`config.mk`:
```
export PLATFORM = sky130hd
export DESIGN_NAME = vx_bits_splice_flat
export DESIGN_NICKNAME = d
export VERILOG_FILES = /design/src/rtl/vx_bits_splice_if.sv /design/src/rtl/vx_bits_splice.sv /design/src/flat_wrapper.sv
export SDC_FILE = /design/constraint.sdc
export NUM_CORES = 1
export LEC_CHECK = 0
export CORE_MARGIN = 8
export CORE_UTILIZATION = 40
export CTS_BUF_LIST = sky130_fd_sc_hd__clkbuf_4 sky130_fd_sc_hd__clkbuf_8
export CTS_CLUSTER_DIAMETER = 100
export DETAILED_ROUTE_END_ITERATION = 8
export REMOVE_ABC_BUFFERS = 1
export SYNTH_ARGS = -nofsm -noshare
export SYNTH_HDL_FRONTEND = slang
export SYNTH_SLANG_ARGS = --single-unit
```
`constraint.sdc`:
```
create_clock -name clk -period 1.8 [get_ports clk]
set_input_delay 0.45 -clock clk [delete_from_list [all_inputs] [get_ports clk]]
set_output_delay 0.45 -clock clk [all_outputs]
set_load 0.03 [all_outputs]
```
`src/rtl/vx_bits_splice_if.sv`:
```
// Handshaked request/response bundle for the bit-field splice unit.
// The master side drives transactions in and accepts results; the slave side is the unit.
interface vx_bits_splice_if #(
  parameter int N     = 32,
  parameter int S     = 4,
  parameter int LANES = 1,
  parameter int TAGW  = 1
);
  localparam int POSW = $clog2(N + 1);

  logic                 valid_in;
  logic                 ready_in;
  logic                 mode_in;
  logic [POSW-1:0]      pos_in;
  logic [LANES*N-1:0]   data_in;
  logic [LANES*S-1:0]   ins_in;
  logic [TAGW-1:0]      tag_in;

  logic                 valid_out;
  logic                 ready_out;
  logic [LANES*N-1:0]   data_out;
  logic                 err_out;
  logic [TAGW-1:0]      tag_out;

  modport master (
    output valid_in, mode_in, pos_in, data_in, ins_in, tag_in, ready_out,
    input  ready_in, valid_out, data_out, err_out, tag_out
  );

  modport slave (
    input  valid_in, mode_in, pos_in, data_in, ins_in, tag_in, ready_out,
    output ready_in, valid_out, data_out, err_out, tag_out
  );
endinterface

```
`src/rtl/vx_bits_splice.sv`:
```
// Two-stage streaming bit-field splice: removes or inserts an S-bit field at a
// runtime position in each of LANES N-bit words, with position clamping and
// full valid/ready backpressure.
module vx_bits_splice #(
  parameter int N     = 32,
  parameter int S     = 4,
  parameter int LANES = 1,
  parameter int TAGW  = 1
) (
  input logic             clk,
  input logic             reset,
  vx_bits_splice_if.slave bus
);
  localparam int              POSW = $clog2(N + 1);
  localparam logic [POSW-1:0] MAXP = POSW'(N - S);
  localparam logic [N-1:0]    ONES = '1;

  // Stage 1 state
  logic                 s1_valid;
  logic                 s1_mode;
  logic                 s1_err;
  logic [POSW-1:0]      s1_pos;
  logic [N-1:0]         s1_mask;
  logic [LANES*N-1:0]   s1_data;
  logic [LANES*S-1:0]   s1_ins;
  logic [TAGW-1:0]      s1_tag;

  logic                 s1_adv;
  logic                 pos_over;
  logic [POSW-1:0]      pos_eff;
  logic [LANES*N-1:0]   s2_data;

  // Handshake chain and input position clamp
  always_comb begin
    s1_adv       = s1_valid && (!bus.valid_out || bus.ready_out);
    bus.ready_in = !s1_valid || s1_adv;
    pos_over     = bus.pos_in > MAXP;
    pos_eff      = pos_over ? MAXP : bus.pos_in;
  end

  // Stage 1: capture accepted transaction with clamped position and low-keep mask
  always_ff @(posedge clk or negedge reset) begin
    if (!reset) begin
      s1_valid <= 1'b0;
      s1_mode  <= 1'b0;
      s1_err   <= 1'b0;
      s1_pos   <= '0;
      s1_mask  <= '0;
      s1_data  <= '0;
      s1_ins   <= '0;
      s1_tag   <= '0;
    end else if (bus.ready_in) begin
      s1_valid <= bus.valid_in;
      if (bus.valid_in) begin
        s1_mode <= bus.mode_in;
        s1_err  <= pos_over;
        s1_pos  <= pos_eff;
        s1_mask <= ~(ONES << pos_eff);
        s1_data <= bus.data_in;
        s1_ins  <= bus.ins_in;
        s1_tag  <= bus.tag_in;
      end
    end
  end

  // Stage 2 datapath: masked merge of the shifted terms, per lane.
  // Insert's upper part is (d & ~mask) << S, which places d[i-S] at every i >= p+S.
  always_comb begin
    s2_data = '0;
    for (int unsigned k = 0; k < LANES; k++) begin
      if (s1_mode) begin
        s2_data[k*N +: N] = (s1_data[k*N +: N] & s1_mask)
                          | (N'(s1_ins[k*S +: S]) << s1_pos)
                          | ((s1_data[k*N +: N] & ~s1_mask) << S);
      end else begin
        s2_data[k*N +: N] = (s1_data[k*N +: N] & s1_mask)
                          | ((s1_data[k*N +: N] >> S) & ~s1_mask);
      end
    end
  end

  // Stage 2 output registers: load on S1 advance, hold while stalled
  always_ff @(posedge clk or negedge reset) begin
    if (!reset) begin
      bus.valid_out <= 1'b0;
      bus.data_out  <= '0;
      bus.err_out   <= 1'b0;
      bus.tag_out   <= '0;
    end else if (s1_adv) begin
      bus.valid_out <= 1'b1;
      bus.data_out  <= s2_data;
      bus.err_out   <= s1_err;
      bus.tag_out   <= s1_tag;
    end else if (bus.ready_out) begin
      bus.valid_out <= 1'b0;
    end
  end
endmodule

```
`src/flat_wrapper.sv`:
```
// flat-port wrapper written by rule: the top's interface ports become plain ports
module vx_bits_splice_flat 
#(
  parameter int N     = 32,
  parameter int S     = 4,
  parameter int LANES = 1,
  parameter int TAGW  = 1
)
  (clk, reset, bus_valid_in, bus_mode_in, bus_pos_in, bus_data_in, bus_ins_in, bus_tag_in, bus_ready_out, bus_ready_in, bus_valid_out, bus_data_out, bus_err_out, bus_tag_out);
  vx_bits_splice_if #(.N(N), .S(S), .LANES(LANES), .TAGW(TAGW)) bus_i ();
  input logic clk;
  input logic reset;
  input wire logic [$bits(bus_i.valid_in)-1:0] bus_valid_in;
  input wire logic [$bits(bus_i.mode_in)-1:0] bus_mode_in;
  input wire logic [$bits(bus_i.pos_in)-1:0] bus_pos_in;
  input wire logic [$bits(bus_i.data_in)-1:0] bus_data_in;
  input wire logic [$bits(bus_i.ins_in)-1:0] bus_ins_in;
  input wire logic [$bits(bus_i.tag_in)-1:0] bus_tag_in;
  input wire logic [$bits(bus_i.ready_out)-1:0] bus_ready_out;
  output wire logic [$bits(bus_i.ready_in)-1:0] bus_ready_in;
  output wire logic [$bits(bus_i.valid_out)-1:0] bus_valid_out;
  output wire logic [$bits(bus_i.data_out)-1:0] bus_data_out;
  output wire logic [$bits(bus_i.err_out)-1:0] bus_err_out;
  output wire logic [$bits(bus_i.tag_out)-1:0] bus_tag_out;
  assign bus_i.valid_in = bus_valid_in;
  assign bus_i.mode_in = bus_mode_in;
  assign bus_i.pos_in = bus_pos_in;
  assign bus_i.data_in = bus_data_in;
  assign bus_i.ins_in = bus_ins_in;
  assign bus_i.tag_in = bus_tag_in;
  assign bus_i.ready_out = bus_ready_out;
  assign bus_ready_in = bus_i.ready_in;
  assign bus_valid_out = bus_i.valid_out;
  assign bus_data_out = bus_i.data_out;
  assign bus_err_out = bus_i.err_out;
  assign bus_tag_out = bus_i.tag_out;
  vx_bits_splice #(.N(N), .S(S), .LANES(LANES), .TAGW(TAGW)) u_core (.clk(clk), .reset(reset), .bus(bus_i));
endmodule
```
# Word level (Yosys, flattened, before mapping)
# Cells that the tools add are included.
[totals] wordCells=34 out_inout_bits=36 regBits=113
[classes] shift=2 reduce_logical=7 mux=4 order_cmp=1 n_bitwise=8
[op_table] cell="$or 32x32->32" count=3
[op_table] cell="$not 32->32" count=2
[op_table] cell="$and 28x32->32" count=1
[op_table] cell="$and 32x32->32" count=1
[op_table] cell="$mux 32" count=1
[op_table] cell="$shl 32x6->32 const A" count=1
[op_table] cell="$shl 4x6->32" count=1
[op_table] cell="$and 28x28->28" count=1
[op_table] cell="$gt 6x5->1 const B" count=1
[op_table] cell="$mux 6" count=1
[op_table] cell="$logic_not 1->1" count=2
[op_table] cell="$logic_or 1x1->1" count=2
[op_table] cell="$mux 1" count=2
[op_table] cell="$reduce_and 2->1" count=1
[op_table] cell="$reduce_bool 2->1" count=1
[op_table] cell="$logic_and 1x1->1" count=1

# Longest topological paths before layout
[logic_depth] word_depth=5 ltp_mapped=6 depth_no_buf=4

# Worst setup path before layout
# OpenSTA, ideal clock, no wires.
[synth_timing] path_type="register to register" from="reg u_core.bus.valid_out" to="reg u_core.s1_data[0]" path_stages_with_launch=7 synth_period_minus_slack_ns=1.769 t_required_ns=1.683 arrival_time_ns=1.652 path_slack_ns=0.031 path_cell_list="dfrtp_1 -> nand3b_1 -> and2_1 -> buf_2 -> buf_1 -> nand2_1 -> nand2_1"
[synth_via] elab_chain_cells=5
[synth_rtl] element="from (decl)" line="vx_bits_splice_if.sv:32" source="output ready_in, valid_out, data_out, err_out, tag_out"
[synth_rtl] element="from (signal assigned)" line="vx_bits_splice.sv:85" source="bus.valid_out <= 1'b0;"
[synth_rtl] element="from (signal assigned)" line="vx_bits_splice.sv:90" source="bus.valid_out <= 1'b1;"
[synth_rtl] element="from (signal assigned)" line="vx_bits_splice.sv:95" source="bus.valid_out <= 1'b0;"
[synth_rtl] element="$logic_not 1->1" line="vx_bits_splice.sv:35" source="s1_adv = s1_valid && (!bus.valid_out || bus.ready_out);"
[synth_rtl] element="$logic_or 1x1->1" line="vx_bits_splice.sv:35"
[synth_rtl] element="$logic_and 1x1->1" line="vx_bits_splice.sv:35"
[synth_rtl] element="$logic_or 1x1->1" line="vx_bits_splice.sv:36" source="bus.ready_in = !s1_valid || s1_adv;"
[synth_rtl] element="named net bus_ready_in" line="flat_wrapper.sv:20" source="output wire logic [$bits(bus_i.ready_in)-1:0] bus_ready_in;"
[synth_rtl] element="$reduce_and 2->1 (no source line)"
[synth_rtl] element="to (signal assigned)" line="vx_bits_splice.sv:59" source="s1_data <= bus.data_in;"
[synth_rtl] element="to (decl)" line="vx_bits_splice.sv:24" source="logic [LANES*N-1:0] s1_data;"
# The timed path passes the listed nets, and every way through them passes these cells.
# A chain may end at the register's enable or synchronous reset.

# Worst setup path after layout
[layout_timing] from="reg u_core.s1_pos[1]" to="reg u_core.bus.data_out[24]"
[layout_via] elab_chain_cells=4
[layout_rtl] element="from (decl)" line="vx_bits_splice.sv:22" source="logic [POSW-1:0] s1_pos;"
[layout_rtl] element="from (signal assigned)" line="vx_bits_splice.sv:57" source="s1_pos <= pos_eff;"
[layout_rtl] element="$shl 4x6->32" line="vx_bits_splice.sv:73" source="| (N'(s1_ins[k*S +: S]) << s1_pos)"
[layout_rtl] element="$or 32x32->32" line="vx_bits_splice.sv:73"
[layout_rtl] element="$or 32x32->32" line="vx_bits_splice.sv:74" source="| ((s1_data[k*N +: N] & ~s1_mask) << S);"
[layout_rtl] element="$mux 32" line="vx_bits_splice.sv:71" source="if (s1_mode) begin"
[layout_rtl] element="to (signal assigned)" line="vx_bits_splice.sv:91" source="bus.data_out <= s2_data;"
[layout_rtl] element="to (decl)" line="vx_bits_splice_if.sv:32"
# Every way passes these cells.

==> metrics.csv <==
stage,metric,value,unit
sta,max_slew.worst_pin.slew,0.439,ns
sta,finalHoldViolCount,0,
placement,dp_cells,904,
sta,relSlewSlack,70.3,%
floorplanning,dieArea,17500,µm²
layout,diodes,0,
logic_synthesis,synth_top_area_cell,dfrtp_1,
route,dr.pass1.iters,5,
clock_tree,path_clk_slew,0.10,ns
global_route,grt_max_degree,36,
power_and_ir_drop,seq_power_share,46.9,%
worst_setup_path,crit_arrival,2.05,ns
route,vias,4928,
layout,stdcell_count,923,
worst_setup_path,required,2.12,ns
floorplanning,die_w,132,µm
logic_synthesis,async_flop_share,100,%
power_and_ir_drop,clock_power_share,23.0,%
logic_synthesis,ys_warn_count,0,
clock_tree,clock-sinks,112,
logic_synthesis,ys_seq_area_share,51.8,%
sta,maxSlewViolCount,0,
clock_tree,clock_path_buffers,2,
logic_synthesis,syn-instance-count,620,
sta,finalCritPeriodShare,96.1,%
clock_tree,cts_made_buffers,9,
placement,numPortBuffers,83,
sta,setup_viol,0,
sta,max_freq,578,MHz
sta,rsz0062_at_grt,no,
status,outcome,"finished, final reports clean",
layout,final_nets,790,
clock_tree,tritoncts,done,
floorplanning,dieHeight,132,µm
clock_tree,clk_latency,0.39,ns
placement,place_ws,-0.149,ns
power_and_ir_drop,power_per_cell_area,993,nW/µm²
global_route,grtUsageMet1,25.6,%
sta,min_period,1.73,ns
global_route,grt_pass1_wl,26600,µm
floorplanning,fp-row-count,42,
logic_synthesis,ys_top_cells_by_area,"dfrtp_1 52%, nand2_1 12%, nor2_1 4.4%",
route,drc,0,
power_and_ir_drop,comb_power_share,30.2,%
global_route,global_route.peak_usage_layer,met2,
floorplanning,pin_count,84,
logic_synthesis,ys.flop_type,dfrtp_1,
worst_hold_path,hold_path.class,reg2reg,
power_and_ir_drop,netSwitchingPower,0.00249,W
power_and_ir_drop,ir_worst_vdd,0.000470,V
run,max-cap-violations,0,
logic_synthesis,ys_ff_latch,112,
route,wl,16100,µm
route,wl_per_cell,17.4,µm
sta,worst_slack,0.0704,ns
logic_synthesis,synth.distinct_cells,52,
global_route,grt_usage,18.7,%
global_route,grt.met3_usage,3.16,%
power_and_ir_drop,p_int,0.00453,W
power_and_ir_drop,p_sw_share,35.5,%
layout,area_delta_synth_final,30.6,%
floorplanning,core,13200,µm²
worst_setup_path,path_class,reg2reg,
logic_synthesis,syn_area_per_cell,8.72,µm²
power_and_ir_drop,cellLeakagePower,3.17,nW
clock_tree,clock-root-buffer,clkbuf_8,
worst_setup_path,end_kind,flip-flop,
global_route,grtUsageMet2,29.5,%
logic_synthesis,syn-cell-area,5410,µm²
worst_setup_path,start_kind,flip-flop,
logic_synthesis,synth_top_area_share,51.8,%
global_route,grt_pass1_vias,4995,
global_route,grt-ovfl-total,0,
placement,dp_hpwl,12100,µm
route,viasPerCell,5.34,
logic_synthesis,synth_edf_count,0,
sta,fin_skew,0.00703,ns
route,drtAntennaViolNets,0,
clock_tree,htreeDepth,3,
floorplanning,start_util,40.8,%
worst_setup_path,worstPathMaxFanout,8,
placement,gp_congestion,0.844,
global_route,grt_antenna_before_repair,0,
layout,drive_above_1_share,13.4,%
route,drt_iter0_drc,440,
[cell usage in the layout (no fill, tap or decap), types with 6 or more instances in the layout]
| cell | synthesis | routed |
|---|---|---|
| o21ai_1 | 5 | 6 |
| nor3_1 | 7 | 6 |
| nand2_1 | 175 | 174 |
| a21oi_1 | 22 | 22 |
| a31oi_1 | 13 | 13 |
| a221oi_1 | 14 | 14 |
| dfrtp_1 | 112 | 111 |
| buf_12 | 0 | 6 |
| a41oi_1 | 10 | 10 |
| and2_1 | 9 | 8 |
| nand3_1 | 9 | 9 |
| nor2_1 | 63 | 63 |
| nand3b_1 | 9 | 9 |
| buf_4 | 1 | 62 |
| clkbuf_8 | 0 | 11 |
| clkdlybuf4s50_1 | 0 | 45 |
| o21ai_0 | 36 | 35 |
| inv_1 | 10 | 10 |
| a22oi_1 | 9 | 9 |
| dlygate4sd2_1 | 0 | 35 |
| nand2b_1 | 6 | 6 |
[routing by layer]
layer | part of all wire (%) | vias to the layer above
li1 | - | 2395
met1 | 48 | 2376
met2 | 46 | 144
met3 | 4.5 | 13
met4 | 1.4 | 0
met5 | 0 | -
[state kept, by name (all words and copies together), names as in the netlist]
name,flops
u_core.bus.data_out,32
u_core.bus.err_out,1
u_core.bus.tag_out,1
u_core.bus.valid_out,1
u_core.s1_data,32
u_core.s1_err,1
u_core.s1_ins,4
u_core.s1_mask,32
u_core.s1_mode,1
u_core.s1_pos,5
u_core.s1_tag,1
u_core.s1_valid,1
[Yosys cell counts, drive strengths merged (2+ instances only)]
| library cell | n |
|---|---|
| and2 | 9 |
| a32oi | 2 |
| or2 | 3 |
| or2b | 2 |
| o211ai | 3 |
| or3 | 2 |
| a2111oi | 3 |
| nor3b | 4 |
| a41oi | 10 |
| or3b | 2 |
| a31oi | 13 |
| a221oi | 14 |
| o2bb2ai | 5 |
| dfrtp | 112 |
| nand2 | 175 |
| clkbuf | 14 |
| and3b | 2 |
| a21oi | 23 |
| o21ai | 41 |
| a311oi | 2 |
| nand4b | 2 |
| a22o | 2 |
| mux2i | 6 |
| buf | 27 |
| nand3b | 9 |
| a211oi | 5 |
| nor2 | 63 |
| inv | 10 |
| nor4b | 2 |
| nor3 | 7 |
| o22ai | 5 |
| a22oi | 9 |
| nand3 | 9 |
| nor2b | 2 |
| o21a | 3 |
| o31ai | 4 |
| and3 | 3 |
| nand2b | 6 |
[final timing paths]
kind,startpoint,end,slack (ns),depth (start not counted)
setup / recovery,u_core.s1_pos[1],u_core.bus.data_out[24],0.07,5
hold / removal,u_core.bus.data_out[13],u_core.bus.data_out[13],0.48,2
setup reg to reg,u_core.s1_pos[1],u_core.bus.data_out[24],0.07,5
hold reg to reg,u_core.bus.data_out[13],u_core.bus.data_out[13],0.48,2
max in group asynchronous,reset,u_core.bus.data_out[19],0.65,3
min in group asynchronous,reset,u_core.s1_mask[30],0.51,2
[power groups by stage]
stage          Clock (W)  Sequential (W)  Combinational (W)
2_1_floorplan          0         0.00366           0.000770
6_report         0.00161         0.00329            0.00212
3_5_place_dp           0         0.00334            0.00225
4_1_cts          0.00166         0.00328            0.00212
3_3_place_gp           0         0.00333            0.00223
5_1_grt          0.00175         0.00335            0.00232
[cell type report]
| class | count | area, µm² |
|---|---|---|
| Clock buffer | 13 | 166 |
| Clock inverter | 3 | 40.0 |
| Fill cell | 1287 | 6180 |
| Inverter | 10 | 37.5 |
| Multi-Input combinational cell | 457 | 2410 |
| Sequential cell | 112 | 2800 |
| Tap cell | 176 | 220 |
| Timing Repair Buffer | 152 | 1390 |
[critical path, cell delays in order, from the launching register on]
cell and delay [ns]:
dfrtp_1 0.48, buf_4 0.20, nor4b_1 0.43, and2_1 0.21, o21ai_0 0.14, a21oi_1 0.20
[logic make-up (layout without fill, tap and decap cells)]
kind of cell | after synthesis | after routing | synth area share, %
simple gates | 302 | 302 | 24.4
compound gates | 149 | 149 | 18.5
flops | 112 | 112 | 51.8
buf+inv | 51 | 178 | 4.12
mux | 6 | 6 | 1.18
[through the flow]
stage                     setup TNS, ns  hold WS (ns)  instance area [µm²]  power, W  util, %
after floorplan                  -56.87         0.154                 5220   0.00443        -
after detailed placement          -4.79         0.408                 6840   0.00559     51.7
final                                 0         0.481                 7060   0.00701     53.3
after global routing                  0         0.519                 7060   0.00742     53.3
after global placement            -4.00         0.401                 6840   0.00556     51.7
after CTS                             0         0.492                 7020   0.00707     53.0
[timing repair]
action / 4_1_cts / 5_1_grt
setup buffers: 1 / 1
pin swaps: 0 / 0
hold buffers: 1 / 0
endpoints found under the hold margin: 25 / 0
resized for setup: 35 / 10
setup endpoints to repair: 36 / 8
Power figures use the tool's default switching activity.
